<file path="config.mk">
export PLATFORM = sky130hd
export DESIGN_NAME = muldiv_unit
export DESIGN_NICKNAME = d
export VERILOG_FILES = /design/src/rtl/muldiv_pkg.sv /design/src/rtl/muldiv_signfix.sv /design/src/rtl/muldiv_unit.sv
export SDC_FILE = /design/constraint.sdc
export NUM_CORES = 1
export LEC_CHECK = 0
export CAP_MARGIN = 20
export CORE_MARGIN = 5
export CORE_UTILIZATION = 62
export DETAILED_ROUTE_END_ITERATION = 10
export PLACE_DENSITY = 0.83
export SYNTH_ARGS = -nofsm -noshare
export SYNTH_HDL_FRONTEND = slang
export SYNTH_SLANG_ARGS = --single-unit
export TNS_END_PERCENT = 10
</file>
<file path="constraint.sdc">
create_clock -name clk -period 4.5 [get_ports clk]
set_clock_uncertainty 0.2 [all_clocks]
set_input_delay 1.125 -clock clk [delete_from_list [all_inputs] [get_ports clk]]
set_output_delay 1.125 -clock clk [all_outputs]
set_load 0.01 [all_outputs]
</file>
<file path="src/rtl/muldiv_pkg.sv">
// Shared types and op-decoding helpers for the RV32M multiply/divide unit.
// op_t values are the funct3 encodings, so the raw field can be cast directly.
package muldiv_pkg;

   typedef enum logic [2:0] {
      OP_MUL    = 3'b000,
      OP_MULH   = 3'b001,
      OP_MULHSU = 3'b010,
      OP_MULHU  = 3'b011,
      OP_DIV    = 3'b100,
      OP_DIVU   = 3'b101,
      OP_REM    = 3'b110,
      OP_REMU   = 3'b111
   } op_t;

   typedef enum logic [1:0] {
      IDLE,
      CALC,
      FIX,
      DONE
   } state_t;

   function automatic logic is_div(op_t op);
      return op[2];
   endfunction

   function automatic logic is_rem(op_t op);
      return op[2] & op[1];
   endfunction

   function automatic logic is_mul_hi(op_t op);
      return !op[2] && (op != OP_MUL);
   endfunction

   function automatic logic a_signed(op_t op);
      return (op == OP_MULH) || (op == OP_MULHSU) || (op == OP_DIV) || (op == OP_REM);
   endfunction

   function automatic logic b_signed(op_t op);
      return (op == OP_MULH) || (op == OP_DIV) || (op == OP_REM);
   endfunction

endpackage

</file>
<file path="src/rtl/muldiv_signfix.sv">
// Conditional two's-complement negation: absolute value of a signed operand on
// the way in, sign restoration of a magnitude result on the way out. Combinational.
module muldiv_signfix #(
   parameter int W = 32
) (
   input  logic [W-1:0] val,
   input  logic         neg,
   output logic [W-1:0] res
);

   assign res = neg ? (~val + W'(1)) : val;

endmodule

</file>
<file path="src/rtl/muldiv_unit.sv">
// Iterative RV32M mul/div, one bit per cycle; XLEN+2 edges from accept to done, 2 for special cases.
// Optional MULDIV_FAST_MUL_EN: multiplies skip CALC via a combinational multiplier. start ignored while busy.
module muldiv_unit
   import muldiv_pkg::*;
#(
   parameter int XLEN = 32
) (
   input  logic            clk,
   input  logic            reset_n,
   input  logic            start,
   input  logic [2:0]      op,
   input  logic [XLEN-1:0] a,
   input  logic [XLEN-1:0] b,
   output logic            busy,
   output logic            done,
   output logic [XLEN-1:0] result
);

   localparam int CW = $clog2(XLEN);
   localparam logic [CW-1:0] LAST = CW'(XLEN - 1);
   localparam logic [XLEN-1:0] INT_MIN = {1'b1, {(XLEN-1){1'b0}}};

   state_t            state, state_nx;
   op_t               op_r;
   logic [XLEN-1:0]   opnd_a, opnd_b, spec_val;
   logic [2*XLEN-1:0] prod;
   logic              neg_r, spec_r;
   logic [CW-1:0]     cnt;

   // Accept-side decode
   op_t             op_in;
   logic            sa, sb, accept, div_zero, ovf, special, skip_calc, neg_in;
   logic [XLEN-1:0] abs_a, abs_b, spec_in;

   assign op_in    = op_t'(op);
   assign accept   = start && ((state == IDLE) || (state == DONE));
   assign sa       = a_signed(op_in) & a[XLEN-1];
   assign sb       = b_signed(op_in) & b[XLEN-1];
   assign div_zero = is_div(op_in) && (b == '0);
   assign ovf      = ((op_in == OP_DIV) || (op_in == OP_REM)) && (a == INT_MIN) && (b == '1);
   assign special  = div_zero || ovf;
   assign neg_in   = is_rem(op_in) ? sa : (sa ^ sb);

   always_comb begin
      spec_in = '0;
      if (div_zero)
         spec_in = op_in[1] ? a : '1;
      else if (op_in == OP_DIV)
         spec_in = a;
   end

`ifdef MULDIV_FAST_MUL_EN
   assign skip_calc = special || !is_div(op_in);
`else
   assign skip_calc = special;
`endif

   muldiv_signfix #(.W(XLEN)) u_abs_a (.val(a), .neg(sa), .res(abs_a));
   muldiv_signfix #(.W(XLEN)) u_abs_b (.val(b), .neg(sb), .res(abs_b));

   // One shift-add multiply step: multiplier sits in the low half and drains out the bottom.
   logic [XLEN:0]     add_sum;
   logic [2*XLEN-1:0] mul_nx;
   assign add_sum = {1'b0, prod[2*XLEN-1:XLEN]} + (prod[0] ? {1'b0, opnd_a} : '0);
   assign mul_nx  = {add_sum, prod[XLEN-1:1]};

   // One restoring divide step: remainder in the high half, dividend/quotient in the low half.
   logic [XLEN:0]     shifted;
   logic              ge;
   logic [XLEN-1:0]   new_rem;
   logic [2*XLEN-1:0] div_nx;
   assign shifted = prod[2*XLEN-1:XLEN-1];
   assign ge      = shifted >= {1'b0, opnd_b};
   assign new_rem = ge ? (shifted[XLEN-1:0] - opnd_b) : shifted[XLEN-1:0];
   assign div_nx  = {new_rem, prod[XLEN-2:0], ge};

   // Output path: division fields are zero-extended so one wide negator serves every op.
   logic [2*XLEN-1:0] fix_src, fixed;
   logic [XLEN-1:0]   result_nx;

   always_comb begin
      fix_src = prod;
      if (is_div(op_r))
         fix_src = op_r[1] ? {{XLEN{1'b0}}, prod[2*XLEN-1:XLEN]} : {{XLEN{1'b0}}, prod[XLEN-1:0]};
`ifdef MULDIV_FAST_MUL_EN
      else
         fix_src = {{XLEN{1'b0}}, opnd_a} * {{XLEN{1'b0}}, opnd_b};
`endif
   end

   muldiv_signfix #(.W(2*XLEN)) u_fix (.val(fix_src), .neg(neg_r), .res(fixed));

   assign result_nx = spec_r ? spec_val :
                      is_mul_hi(op_r) ? fixed[2*XLEN-1:XLEN] : fixed[XLEN-1:0];

   always_comb begin
      state_nx = state;
      case (state)
         IDLE, DONE: state_nx = accept ? (skip_calc ? FIX : CALC) : IDLE;
         CALC:       if (cnt == LAST) state_nx = FIX;
         FIX:        state_nx = DONE;
         default:    state_nx = IDLE;
      endcase
   end

   assign busy = (state == CALC) || (state == FIX);
   assign done = (state == DONE);

   always_ff @(posedge clk or negedge reset_n) begin
      if (!reset_n)
         state <= IDLE;
      else
         state <= state_nx;
   end

   always_ff @(posedge clk or negedge reset_n) begin
      if (!reset_n) begin
         op_r     <= OP_MUL;
         opnd_a   <= '0;
         opnd_b   <= '0;
         spec_val <= '0;
         prod     <= '0;
         neg_r    <= 1'b0;
         spec_r   <= 1'b0;
         cnt      <= '0;
         result   <= '0;
      end else if (accept) begin
         op_r     <= op_in;
         opnd_a   <= abs_a;
         opnd_b   <= abs_b;
         spec_val <= spec_in;
         spec_r   <= special;
         neg_r    <= neg_in;
         cnt      <= '0;
         prod     <= {{XLEN{1'b0}}, is_div(op_in) ? abs_a : abs_b};
      end else if (state == CALC) begin
         cnt  <= cnt + CW'(1);
         prod <= is_div(op_r) ? div_nx : mul_nx;
      end else if (state == FIX) begin
         result <= result_nx;
      end
   end

endmodule
</file>
Yosys cells after proc, flatten, opt, wreduce, memory -nomap -nowiden
Cells that the tools add are included.

word-level totals
  register bits = 204
  input bits = 70
  output and inout port bits = 34
  word-level logic and storage cells = 81

cells by class
  add/subtract/negate cells = 6
  order comparisons = 1
  equality and inequality tests = 11
  muxes and demuxes = 23
  bitwise operators = 9
  reduce and logical (&&, ||, !) cells = 21

operators by type and width
  kind                                           count
  2-to-1 mux 32 bit                              11
  2-to-1 mux 64 bit                              5
  adder 32 x 1 -> 32 bit, second input constant  2
  adder 64 x 1 -> 64 bit, second input constant  1
  == test 32 bit, second input constant          2
  inverter 32 bit                                2
  inverter 64 bit                                1
  adder 32 x 32 -> 33 bit                        1
  greater-or-equal comparator 33 x 32 -> 1 bit   1
  logical NOT 32 bit                             1
  subtractor 32 bit                              1
  2-to-1 mux 5 bit                               2
  logical OR 1 bit                               9
  == test 3 bit, second input constant           2
  2-to-1 mux 2 bit                               3
  case mux 2 bit (3 select lines)                1
  adder 5 x 1 -> 5 bit, second input constant    1
  == test 5 bit, second input constant           1
  logical AND 1 bit                              5
  == test 2 bit, second input constant           2
  bitwise AND 1 bit                              3
  == test 3 x 1 -> 1 bit, second input constant  1
  == test 3 x 2 -> 1 bit, second input constant  1
  AND reduction 3 bit                            1
  other kinds (10)                               11

Logic depth before layout (Yosys ltp)
  word-level depth = 8
  gate-level depth with buffers = 15

By module
From an unflattened synthesis, not the netlist that was laid out.

second synthesis, totals
  cell total of the unflattened synthesis = 2,094
  area total of the unflattened synthesis = 17,608.1 um^2

by module, submodules not included
  module                        times used  cells an instance  area an instance (um^2)  seq. area each (um^2)
  muldiv_unit                   1           1,690              14,405.1                 5,104.9
  muldiv_signfix (u_fix)        1           206                1,649.1                  0.0
  muldiv_signfix (u_abs_a ...)  2           99                 777.0                    0.0

Worst setup path before layout
Ideal clock, no wire load.

  path kind = register -> register
  start = reg op_r[1]
  end = reg result[30]
  setup time = 0.095 ns
  data arrival time = 3.497 ns
  required time = 4.205 ns
  setup slack = 0.708 ns
  cell stages (with the launch flop) = 16
  cell sequence = dfrtp_1 -> buf_6 -> buf_6 -> nand2_1 -> buf_2 -> buf_1 -> mux2i_1 -> ha_1 -> nand3_1 -> nor4_1 -> nand4_1 -> o41ai_1 -> xor2_1 -> o311ai_1 -> o21ai_1 -> o31ai_1

on the way
  cells in the longest elaborated chain, start to end = 7

RTL lines
  element                 RTL line              source
  from (decl)             muldiv_unit.sv:24     op_t op_r;
  from (signal assigned)  muldiv_unit.sv:128    op_r <= op_in;
  2-to-1 mux 32 bit       muldiv_unit.sv:84     fix_src = op_r[1] ? {{XLEN{1'b0}}, prod[2*XLEN-1:XLEN]} : {{XLEN{1'b0}}, prod[XLEN-1:0]};
  2-to-1 mux 64 bit       muldiv_unit.sv:83     if (is_div(op_r))
  inverter 64 bit         muldiv_signfix.sv:11  assign res = neg ? (~val + W'(1)) : val;
  adder 64 x 1 -> 64 bit  muldiv_signfix.sv:11
  2-to-1 mux 64 bit       muldiv_signfix.sv:11
  2-to-1 mux 32 bit (*)   muldiv_unit.sv:94     is_mul_hi(op_r) ? fixed[2*XLEN-1:XLEN] : fixed[XLEN-1:0];
  2-to-1 mux 32 bit (*)   muldiv_unit.sv:93     assign result_nx = spec_r ? spec_val :
  to (signal assigned)    muldiv_unit.sv:140    result <= result_nx;
  to (decl)               muldiv_unit.sv:16     output logic [XLEN-1:0] result

Every way passes the cells marked *; elsewhere a longest branch is shown, timed or not.
A chain may end at the register's enable or synchronous reset.

Final worst setup path
  start = reg op_r[1]
  end = reg result[12]

The elaborated chain is that of the path after synthesis.

==> results.json <==
{
  "synth_common_cells": "nand2_1 (306), o21ai_0 (232), nor2_1 (211)",
  "powerDensity_nw_per_um2": 851,
  "dpl.hpwl_mm": 52.2,
  "ys_seq_area_share_pct": 29.4,
  "clock_sinks": 204,
  "slew_headroom_pct": 37.8,
  "syn_inst": 2282,
  "wl_per_cell_um": 25.0,
  "synthAdderAreaFrac_pct": 5.49,
  "die_area_um2": 31500,
  "synthSimpleGateAreaFrac_pct": 22.4,
  "yosysUniqueCellTypes": 86,
  "cts_resized": 0,
  "endpoint_kind": "register",
  "netlist.top_cell.by_area": "dfrtp_1",
  "synth_edf_count": 0,
  "synthMuxAreaShare_pct": 3.42,
  "synth.cell_area_um2": 17400,
  "grt_pass1_vias": 17900,
  "p_leak_nw": 8.53,
  "first_iter_violations": 2872,
  "drive_gt1_share_pct": 6.83,
  "ys_ff_latch": 204,
  "globalplace.congestion": 1.03,
  "grt_max_degree": 104,
  "final_max_slew_viol_count": 0,
  "tightest_slew_ps": 932,
  "numPortBuffers": 103,
  "clk_pin_slew_ps": 60,
  "num_rows": 61,
  "synth_top_area_share_pct": 29.4,
  "nNetsFinal": 2484,
  "cts-buffers-inserted": 24,
  "routed-via-count": 18900,
  "antennaDiodeCount": 0,
  "cts_tree": "yes",
  "syn_to_final_growth_pct": 13.9,
  "drt_pass1_iterations": 6,
  "initial_core_util_pct": 62.7,
  "status": "complete, no violations",
  "post_cts_buffers": 0,
  "yosysMostFrequentCell": "nand2_1",
  "die_height_um": 177,
  "viasPerCell": 6.90,
  "cp-start-kind": "register",
  "synth_top_family_by_area": "compound AO/OA/AOI/OAI gates",
  "tns_ps": 0,
  "numPlacedInstances": 2691,
  "rsz0062_at_grt": "false",
  "max-cap-violations": 0,
  "fp.coreArea_um2": 27700,
  "hold_class": "register to register",
  "drc_errors": 0,
  "io_pins": 104,
  "drtAntennaViolNets": 0,
  "hold_buffers": 0,
  "fp.dieW_um": 177,
  "crit_type": "register to register",
  "syn_avg_cell_area_um2": 7.62,
  "overflow": 0,
  "synth_compound_area_share_pct": 25.4,
  "fin_crit_sh_pct": 93.9,
  "synth_flop_cell": "dfrtp_1",
  "yosys_warnings": 0,
  "track_usage_pct": 42.9,
  "instances_no_fill": 2735,
  "cp.arrival_ps": 4480,
  "clock_path_buffers": 3,
  "fin_crit_ps": 4230,
  "root_buffer": "clkbuf_16",
  "finalSetupViolations": 0,
  "peakVddDrop_mv": 0.541,
  "hold_viol": 0,
  "synth_area_leaders": "dfrtp_1 (29%), o21ai_0 (6.7%), nand2_1 (6.6%), ha_1 (5.3%), xnor2_1 (5.1%)",
  "htree_levels": 1,
  "max_freq_mhz": 237,
  "drt_wl_total_mm": 68.3,
  "synth_fp_nets": 2427,
  "clk_latency_ps": 530,
  "synth_xor_area_share_pct": 8.62,
  "path_max_fanout": 15,
  "antenna_found_initial": 4,
  "required_ps": 4750,
  "async_flop_share_pct": 100,
  "grt_pass1_wl_mm": 105
}
-- power by group --
| group | leakage (nW) | switching, mW | total, mW | internal [mW] |
|---|---|---|---|---|
| combinational | 5.55 | 6.89 | 11.0 | 4.12 |
| sequential | 2.57 | 1.14 | 3.79 | 2.65 |
| clock | 0.404 | 0.863 | 2.05 | 1.19 |
| total | 8.53 | 8.89 | 16.8 | 7.96 |
-- flip-flops by register name (all words and copies together) (netlist names) --
register,cells
cnt,5
neg_r,1
op_r,3
opnd_a,32
opnd_b,32
prod,64
result,32
spec_r,1
spec_val,32
state,2
-- placed cells by master (no fill, tap or decap), types with 27 or more instances in the layout --
cell type / n
dfrtp_1: 202
a31oi_1: 34
buf_4: 75
and2_1: 41
o211ai_1: 51
a21o_1: 30
nor3_1: 38
inv_1: 81
xnor2_1: 102
nand3_1: 55
a21oi_1: 175
nand2_1: 305
ha_1: 71
mux2i_1: 56
a211oi_1: 27
xor2_1: 69
clkdlybuf4s50_1: 102
nor2_1: 209
o21ai_0: 232
-- per-layer routing --
| metal | vias up | share of wire, % | GRT usage (%) |
|---|---|---|---|
| met4 | 10 | 6.4 | 20.1 |
| met1 | 8838 | 38 | 57.5 |
| met3 | 316 | 13 | 12.7 |
| met2 | 1432 | 42 | 64.0 |
| li1 | 8287 | - | - |
| met5 | - | 0.14 | 0 |
-- cell type report --
type	count	area (um2)
Multi-Input combinational cell	1843	11400
Fill cell	2187	7920
Sequential cell	204	5110
Timing Repair Buffer	184	1720
Clock buffer	31	678
Tap cell	378	473
Inverter	82	308
Clock inverter	13	135
-- cell families (layout without fill, tap and decap cells) --
family | count (synthesis) | in the layout
AND/OR/NAND/NOR | 820 | 820
AO/OA/AOI/OAI | 718 | 718
buffers and inverters | 235 | 310
flip-flops | 204 | 204
XOR/XNOR | 171 | 171
adder cells (fa/ha/maj) | 75 | 75
multiplexers | 59 | 59
-- worst max-delay path, stage by stage, from the launching register on --
cell and delay (ps):
dfrtp_1 690, and2_1 250, mux2i_1 350, ha_1 240
nand3_1 220, nor4b_4 400, nand2_1 240, o41ai_1 500
xor2_1 130, a211oi_1 590, a21oi_1 150, a21oi_1 190
-- stage by stage --
| stage | hold slack (ps) | cell area (um2) | power (mW) | utilization, % | setup slack, ps |
|---|---|---|---|---|---|
| finish | 276 | 19800 | 16.8 | 71.4 | 275 |
| global route | 290 | 19800 | 17.8 | 71.4 | 3.19 |
| CTS | 272 | 19800 | 16.4 | 71.4 | 334 |
| detailed placement | 256 | 19000 | 14.3 | 68.5 | 53.8 |
| global placement | 252 | 19000 | 14.0 | 68.5 | 171 |
| floorplan | 238 | 17400 | 10.7 | - | 708 |
-- worst paths after layout --
check	from	endpoint	slack, ps	cells past startpoint
hold / removal	opnd_a[11]	opnd_a[11]	280	2
setup / recovery	op_r[1]	result[12]	270	11
max in group asynchronous	reset_n	cnt[3]	2790	2
hold reg to reg	opnd_a[11]	opnd_a[11]	280	2
min in group asynchronous	reset_n	prod[59]	490	1
setup reg to reg	op_r[1]	result[12]	270	11
No activity file was read; power rests on OpenSTA's default activity.
